===== src/rtl/i2c_master_engine_if.sv =====
// I2C master engine command/status and pad bundle.
// The engine takes the slave side of the command handshake.
interface i2c_master_engine_if;
  logic       cmd_valid;
  logic       cmd_ready;
  logic [2:0] cmd;
  logic [7:0] tx_byte;
  logic [7:0] rx_byte;
  logic       ack_received;
  logic       done;
  logic       cmd_err;
  logic       busy;
  logic       bus_owned;
  logic       timeout_err;
  logic       sda_in;
  logic       sda_oe;
  logic       scl_in;
  logic       scl_oe;

  modport master (
    output cmd_valid, cmd, tx_byte, sda_in, scl_in,
    input  cmd_ready, rx_byte, ack_received, done, cmd_err,
    input  busy, bus_owned, timeout_err, sda_oe, scl_oe
  );

  modport slave (
    input  cmd_valid, cmd, tx_byte, sda_in, scl_in,
    output cmd_ready, rx_byte, ack_received, done, cmd_err,
    output busy, bus_owned, timeout_err, sda_oe, scl_oe
  );
endinterface


===== src/rtl/i2c_master_engine.sv =====
// Byte-level I2C master: START/STOP/WRITE/READ with
// open-drain enables, clock stretching and stall timeout.
module i2c_master_engine #(
  parameter int CLK_DIV_W = 7,
  parameter int TIMEOUT_W = 16
) (
  input logic clk,
  input logic rst_n,
  i2c_master_engine_if.slave bus
);
  localparam int W = CLK_DIV_W;
  localparam logic [W-1:0] P_Q1E = {1'b0, {(W-1){1'b1}}};
  localparam logic [W-1:0] P_Q2 = {1'b1, {(W-1){1'b0}}};
  localparam logic [W-1:0] P_END = '1;
  localparam logic [TIMEOUT_W-1:0] ST_LAST =
    {{(TIMEOUT_W-1){1'b1}}, 1'b0};
  localparam logic [2:0] C_START = 3'd0;
  localparam logic [2:0] C_STOP = 3'd1;
  localparam logic [2:0] C_WR = 3'd2;
  localparam logic [2:0] C_RDA = 3'd3;
  localparam logic [2:0] C_RDN = 3'd4;

  typedef enum logic [1:0] {IDLE, START, STOP, DATA} state_t;

  state_t state;
  state_t new_st;
  logic [W-1:0] p;
  logic [W-1:0] p_nx;
  logic [3:0] slot;
  logic [3:0] slot_nx;
  logic [TIMEOUT_W-1:0] stall;
  logic [2:0] op;
  logic [7:0] tx_q;
  logic [7:0] rx_sh;
  logic ack_cap;
  logic [1:0] scl_sync;
  logic [1:0] sda_sync;
  logic illegal;
  logic stretch;
  logic finish;
  logic [1:0] oe_nx;
  logic [1:0] oe_new;

  // Line levels {scl_oe, sda_oe} for a given state, quarter and slot.
  function automatic logic [1:0] oe_of(state_t st, logic [1:0] q,
    logic [3:0] sl, logic [2:0] c, logic [7:0] tx, logic own);
    logic d;
    logic [1:0] r;
    d = sl[3] ? (c == C_RDA) : ((c == C_WR) && !tx[3'(4'd7 - sl)]);
    r = 2'b00;
    case (st)
      START: begin
        case (q)
          2'd0: r = {own, 1'b0};
          2'd1: r = 2'b00;
          2'd2: r = 2'b01;
          default: r = 2'b11;
        endcase
      end
      STOP: begin
        case (q)
          2'd0: r = 2'b11;
          2'd1: r = 2'b01;
          default: r = 2'b00;
        endcase
      end
      DATA: begin
        case (q)
          2'd0, 2'd3: r = {1'b1, d};
          default: r = {1'b0, d};
        endcase
      end
      default: r = 2'b00;
    endcase
    return r;
  endfunction

  // Two-flop synchronisers for the pad inputs.
  always_ff @(posedge clk or negedge rst_n) begin
    if (!rst_n) begin
      scl_sync <= 2'b11;
      sda_sync <= 2'b11;
    end else begin
      scl_sync <= {scl_sync[0], bus.scl_in};
      sda_sync <= {sda_sync[0], bus.sda_in};
    end
  end

  // Command decode, phase advance and next line levels.
  always_comb begin
    new_st = IDLE;
    illegal = 1'b1;
    case (bus.cmd)
      C_START: begin
        new_st = START;
        illegal = 1'b0;
      end
      C_STOP: begin
        new_st = STOP;
        illegal = !bus.bus_owned;
      end
      C_WR, C_RDA, C_RDN: begin
        new_st = DATA;
        illegal = !bus.bus_owned;
      end
      default: ;
    endcase
    p_nx = p + 1'b1;
    slot_nx = (p == P_END) ? slot + 4'd1 : slot;
    stretch = (state != IDLE) && (p == P_Q1E) && !scl_sync[1];
    finish = (p == P_END) && ((state != DATA) || (slot == 4'd8));
    oe_nx = oe_of(state, p_nx[W-1 -: 2], slot_nx, op, tx_q,
                  bus.bus_owned);
    oe_new = oe_of(new_st, 2'b00, 4'd0, bus.cmd, bus.tx_byte,
                   bus.bus_owned);
  end

  // Engine FSM with registered line enables and status.
  always_ff @(posedge clk or negedge rst_n) begin
    if (!rst_n) begin
      state <= IDLE;
      p <= '0;
      slot <= '0;
      stall <= '0;
      op <= '0;
      tx_q <= '0;
      rx_sh <= '0;
      ack_cap <= 1'b0;
      bus.cmd_ready <= 1'b1;
      bus.rx_byte <= '0;
      bus.ack_received <= 1'b0;
      bus.done <= 1'b0;
      bus.cmd_err <= 1'b0;
      bus.busy <= 1'b0;
      bus.bus_owned <= 1'b0;
      bus.timeout_err <= 1'b0;
      bus.scl_oe <= 1'b0;
      bus.sda_oe <= 1'b0;
    end else begin
      bus.done <= 1'b0;
      bus.cmd_err <= 1'b0;
      if (state == IDLE) begin
        if (bus.cmd_valid && bus.cmd_ready) begin
          bus.timeout_err <= 1'b0;
          if (illegal) begin
            bus.done <= 1'b1;
            bus.cmd_err <= 1'b1;
          end else begin
            state <= new_st;
            op <= bus.cmd;
            tx_q <= bus.tx_byte;
            p <= '0;
            slot <= '0;
            stall <= '0;
            bus.cmd_ready <= 1'b0;
            bus.busy <= 1'b1;
            {bus.scl_oe, bus.sda_oe} <= oe_new;
          end
        end
      end else if (stretch) begin
        if (stall == ST_LAST) begin
          state <= IDLE;
          bus.scl_oe <= 1'b0;
          bus.sda_oe <= 1'b0;
          bus.bus_owned <= 1'b0;
          bus.timeout_err <= 1'b1;
          bus.done <= 1'b1;
          bus.cmd_ready <= 1'b1;
          bus.busy <= 1'b0;
        end else begin
          stall <= stall + 1'b1;
        end
      end else begin
        stall <= '0;
        p <= p_nx;
        if (state == DATA && p == P_Q2) begin
          if (slot[3]) ack_cap <= !sda_sync[1];
          else rx_sh <= {rx_sh[6:0], sda_sync[1]};
        end
        if (finish) begin
          state <= IDLE;
          bus.done <= 1'b1;
          bus.cmd_ready <= 1'b1;
          bus.busy <= 1'b0;
          case (state)
            START: bus.bus_owned <= 1'b1;
            STOP: bus.bus_owned <= 1'b0;
            default: begin
              if (op == C_WR) bus.ack_received <= ack_cap;
              else bus.rx_byte <= rx_sh;
            end
          endcase
        end else begin
          slot <= slot_nx;
          {bus.scl_oe, bus.sda_oe} <= oe_nx;
        end
      end
    end
  end
endmodule

===== src/flat_wrapper.sv =====
// flat-port wrapper written by rule: the top's interface ports become plain ports
module i2c_master_engine_flat 
#(
  parameter int CLK_DIV_W = 7,
  parameter int TIMEOUT_W = 16
)
  (clk, rst_n, bus_cmd_valid, bus_cmd, bus_tx_byte, bus_sda_in, bus_scl_in, bus_cmd_ready, bus_rx_byte, bus_ack_received, bus_done, bus_cmd_err, bus_busy, bus_bus_owned, bus_timeout_err, bus_sda_oe, bus_scl_oe);
  i2c_master_engine_if bus_i ();
  input logic clk;
  input logic rst_n;
  input wire logic [$bits(bus_i.cmd_valid)-1:0] bus_cmd_valid;
  input wire logic [$bits(bus_i.cmd)-1:0] bus_cmd;
  input wire logic [$bits(bus_i.tx_byte)-1:0] bus_tx_byte;
  input wire logic [$bits(bus_i.sda_in)-1:0] bus_sda_in;
  input wire logic [$bits(bus_i.scl_in)-1:0] bus_scl_in;
  output wire logic [$bits(bus_i.cmd_ready)-1:0] bus_cmd_ready;
  output wire logic [$bits(bus_i.rx_byte)-1:0] bus_rx_byte;
  output wire logic [$bits(bus_i.ack_received)-1:0] bus_ack_received;
  output wire logic [$bits(bus_i.done)-1:0] bus_done;
  output wire logic [$bits(bus_i.cmd_err)-1:0] bus_cmd_err;
  output wire logic [$bits(bus_i.busy)-1:0] bus_busy;
  output wire logic [$bits(bus_i.bus_owned)-1:0] bus_bus_owned;
  output wire logic [$bits(bus_i.timeout_err)-1:0] bus_timeout_err;
  output wire logic [$bits(bus_i.sda_oe)-1:0] bus_sda_oe;
  output wire logic [$bits(bus_i.scl_oe)-1:0] bus_scl_oe;
  assign bus_i.cmd_valid = bus_cmd_valid;
  assign bus_i.cmd = bus_cmd;
  assign bus_i.tx_byte = bus_tx_byte;
  assign bus_i.sda_in = bus_sda_in;
  assign bus_i.scl_in = bus_scl_in;
  assign bus_cmd_ready = bus_i.cmd_ready;
  assign bus_rx_byte = bus_i.rx_byte;
  assign bus_ack_received = bus_i.ack_received;
  assign bus_done = bus_i.done;
  assign bus_cmd_err = bus_i.cmd_err;
  assign bus_busy = bus_i.busy;
  assign bus_bus_owned = bus_i.bus_owned;
  assign bus_timeout_err = bus_i.timeout_err;
  assign bus_sda_oe = bus_i.sda_oe;
  assign bus_scl_oe = bus_i.scl_oe;
  i2c_master_engine #(.CLK_DIV_W(CLK_DIV_W), .TIMEOUT_W(TIMEOUT_W)) u_core (.clk(clk), .rst_n(rst_n), .bus(bus_i));
endmodule

===== config.mk =====
export PLATFORM = sky130hd
export DESIGN_NAME = i2c_master_engine_flat
export DESIGN_NICKNAME = d
export VERILOG_FILES = /design/src/rtl/i2c_master_engine_if.sv /design/src/rtl/i2c_master_engine.sv /design/src/flat_wrapper.sv
export SDC_FILE = /design/constraint.sdc
export NUM_CORES = 1
export LEC_CHECK = 0
export BUFFER_PORTS_ARGS = -buffer_cell sky130_fd_sc_hd__buf_2
export CORE_ASPECT_RATIO = 1.5
export CORE_UTILIZATION = 25
export CTS_CLUSTER_DIAMETER = 30
export CTS_CLUSTER_SIZE = 14
export DETAILED_ROUTE_END_ITERATION = 12
export SLEW_MARGIN = 5
export SYNTH_ARGS = -nofsm -noshare
export SYNTH_HDL_FRONTEND = slang
export SYNTH_SLANG_ARGS = --single-unit

===== constraint.sdc =====
create_clock -name clk -period 6.45 [get_ports clk]
set_input_delay 0.9675 -clock clk [delete_from_list [all_inputs] [get_ports clk]]
set_output_delay 0.9675 -clock clk [all_outputs]
set_load 0.1 [all_outputs]

==> key figures <==
Run
  • Maximum capacitance violations: 0

Worst setup path
  • Critical Path End Type: flop
  • Arrival time worst endpoint: between 3 and 4 ns
  • Critical path peak fanout: 24
  • CP Launch Type: flop
  • Reg2reg setup slack: 3.59 ns
  • WS Path Type: flop to flop
  • Worst EP required: ~6.7 ns

Clock tree
  • CTS buffer count: 9
  • CTS tree: done
  • CTS Hold Bufs: 0
  • Clk sinks: 70
  • Resize count post-CTS: 0
  • CTS root buffer: clkbuf_16
  • Worst-Skew Late Latency: 0.34 ns
  • Clock tree buffer depth: 2
  • Clk pin slew, worst setup/hold paths: 0.06 ns
  • Post-CTS setup buffer count: 0
  • H-tree depth: 3

GRT
  • Vias in the first global route: 3166
  • Grt total ovfl: 0
  • Global-route wire length before repair: 15570 µm
  • Gr usage total: 0.1232
  • Initial antenna violation count: 1
  • Largest net degree at the start of global routing: 71

Timing
  • Max-slew headroom: 0.3260
  • FMAX: 349.2 MHz
  • Final Cycle Share: 0.4440
  • Max-slew violation count: 0
  • Final setup viols: 0
  • Final hold vios: 0
  • Layout Skew: 0.005414 ns
  • Final min period: 2.864 ns
  • Slew @ Worst Pin: 1.002 ns
  • Setup TNS: 0 ns
  • RSZ-0062 raised after global routing: false

Synth
  • Post-synth top area share: 0.4184
  • Commonest cells post-synth: 65 x dfrtp_1, 31 x o21ai_0, 30 x mux2_2
  • Synth cell types: 57
  • Synthesized instance count: 358
  • Post-synthesis async set-or-reset flop share: 1.000
  • Most frequent cell after synthesis: dfrtp_1
  • YS warnings: 0
  • Area contributors post-synth: dfrtp_1 42%, mux2_2 8.7%, ha_1 4.5%
  • Post-Syn Area per Cell: 10.86 µm²
  • Synthesized area: 3887 µm²
  • Yosys top cell by area: dfrtp_1
  • Syn nets: 388
  • Number of enable flip-flop cells after synthesis: 0
  • Seq/Total Area, Yosys: 0.4522
  • FF+latch count, synth: 70
  • Primary FF master, synth: dfrtp_1

Route
  • Via density: 5.080
  • Final ANT Viol Nets: 0
  • Wirelength per Cell: 15.99 µm
  • DRC: 0
  • Routed wire length: 9387 µm
  • First DRT Iteration DRCs: ~150
  • Vias: 2982
  • Pre-Repair DR Iteration Count: 4

Pwr
  • Combinational share of power: 0.345
  • P_leak: 2.014 nW
  • Clock power share: 0.297
  • PwrDens: 373.1 nW/µm²
  • Tot Pwr: 1.683 mW
  • P_int: 1.021 mW
  • Sequential Power Share: 0.358
  • Worst vdd ir: 0.1733 mV
  • Net Switching: between 0.6 and 0.7 mW
  • Net Sw Frac: 0.3933

Floorplanning
  • Die height: ~150 µm
  • Starting density of the core: 0.2568
  • Row count: 55
  • IO Count: 33
  • Core footprint: 15140 µm²
  • Die area: 16060 µm²
  • Die X: a little over 100 µm

Layout
  • Filler cells: 1606
  • Area occupied by multi-input gates: 1957 µm²
  • Share of layout cells above drive strength 1: 0.2739
  • Register area: 1758 µm²
  • Area Overhead vs Synth: 16.03%
  • Nets: approximately 410

Run status
  • Status: completed

Placement
  • PortBufs: 32
  • GPL Wtd Cong: a little under 0.9
  • Detailed placement HPWL: 6755 µm

Worst hold path
  • Hold Crit Class: flop to flop
## worst max-delay path, cell delays in order (launching register included)
cell,delay [ns]
dfrtp_1,0.38
inv_1,0.09
ha_1,0.38
or4_4,0.76
nor3_4,0.78
nor3_1,0.17
mux2i_1,0.22
## cells in the final DEF, fill, tap and decap left out, types with 5 or more instances in the layout
master | synthesis | layout
a21oi_1 | 6 | 6
mux2_2 | 30 | 30
and3_1 | 9 | 9
nand2_1 | 14 | 14
ha_1 | 14 | 14
dfstp_2 | 5 | 5
o21ai_0 | 31 | 31
o31ai_1 | 8 | 8
nand3_1 | 14 | 14
nor2_1 | 9 | 9
inv_1 | 16 | 16
clkbuf_16 | 0 | 9
buf_2 | 10 | 32
nand4_1 | 15 | 15
or4_1 | 8 | 8
nor3_1 | 11 | 11
mux2i_1 | 10 | 10
a22oi_2 | 5 | 5
a21o_1 | 12 | 12
dfrtp_1 | 65 | 65
## final timing paths
kind / end / from / depth (start not counted)
worst max-delay path: u_core.stall[10] / u_core.state[0] / 6
worst min-delay path: u_core.scl_sync[1] / u_core.scl_sync[0] / 0
worst max register to register: u_core.stall[10] / u_core.state[0] / 6
worst min register to register: u_core.scl_sync[1] / u_core.scl_sync[0] / 0
max in group asynchronous: u_core.rx_sh[1] / rst_n / 2
min in group asynchronous: u_core.bus.cmd_err / rst_n / 2
## cell type report
cell class	instances	share of cell area
clock inverters	5	0.01304
diodes	1	0.0005548
flip-flops and latches	70	0.3897
clock buffers	11	0.05381
well taps	199	0.05520
multi-input cells	250	0.4338
repair buffers	35	0.04050
inverters	16	0.01331
## metal layers
metal,vias up,GRT usage,part of all wire
met4,0,0.07687,0.041
met2,52,0.2378,0.56
met5,-,0,0
li1,1398,-,-
met1,1510,0.1203,0.37
met3,22,0.02107,0.023
## registers in the layout, indices dropped and copies added, names as in the netlist, 2 cells and up
register / count
u_core.p: 7
u_core.slot: 4
u_core.stall: 16
u_core.state: 2
u_core.sda_sync: 2
u_core.bus.rx_byte: 8
u_core.op: 3
u_core.scl_sync: 2
u_core.rx_sh: 8
u_core.tx_q: 8
## logic make-up after synthesis
kind of cell,synth area share
buf+inv,0.04763
fa+ha+maj,0.04763
mux,0.1358
simple gates,0.1600
flops,0.4522
compound gates,0.1500
xor+xnor,0.006760
## through the flow
| stage | std cells | hold WS [ns] | area, µm² | util | worst slack [ns] |
|---|---|---|---|---|---|
| after detailed placement | 570 | 0.3481 | 4207 | 0.2779 | 3.377 |
| after CTS | 586 | 0.3558 | 4508 | 0.2978 | 3.567 |
| after global placement | 570 | 0.3473 | 4207 | 0.2779 | 3.471 |
| after global routing | 587 | 0.3572 | 4511 | 0.2979 | 3.434 |
| final | 587 | 0.3545 | 4511 | 0.2979 | 3.586 |
| after floorplan | 358 | 0.3452 | 3887 | - | 3.923 |
## power by group through the flow
stage	Sequential, mW	Combinational [mW]	Clock (mW)
floorplan	0.681	0.368	0
global placement	0.606	0.567	0
detailed placement	0.610	0.582	0
CTS	0.603	0.583	0.513
global route	0.617	0.633	0.526
finish	0.603	0.580	0.500
No activity file was read; power rests on OpenSTA's default activity.
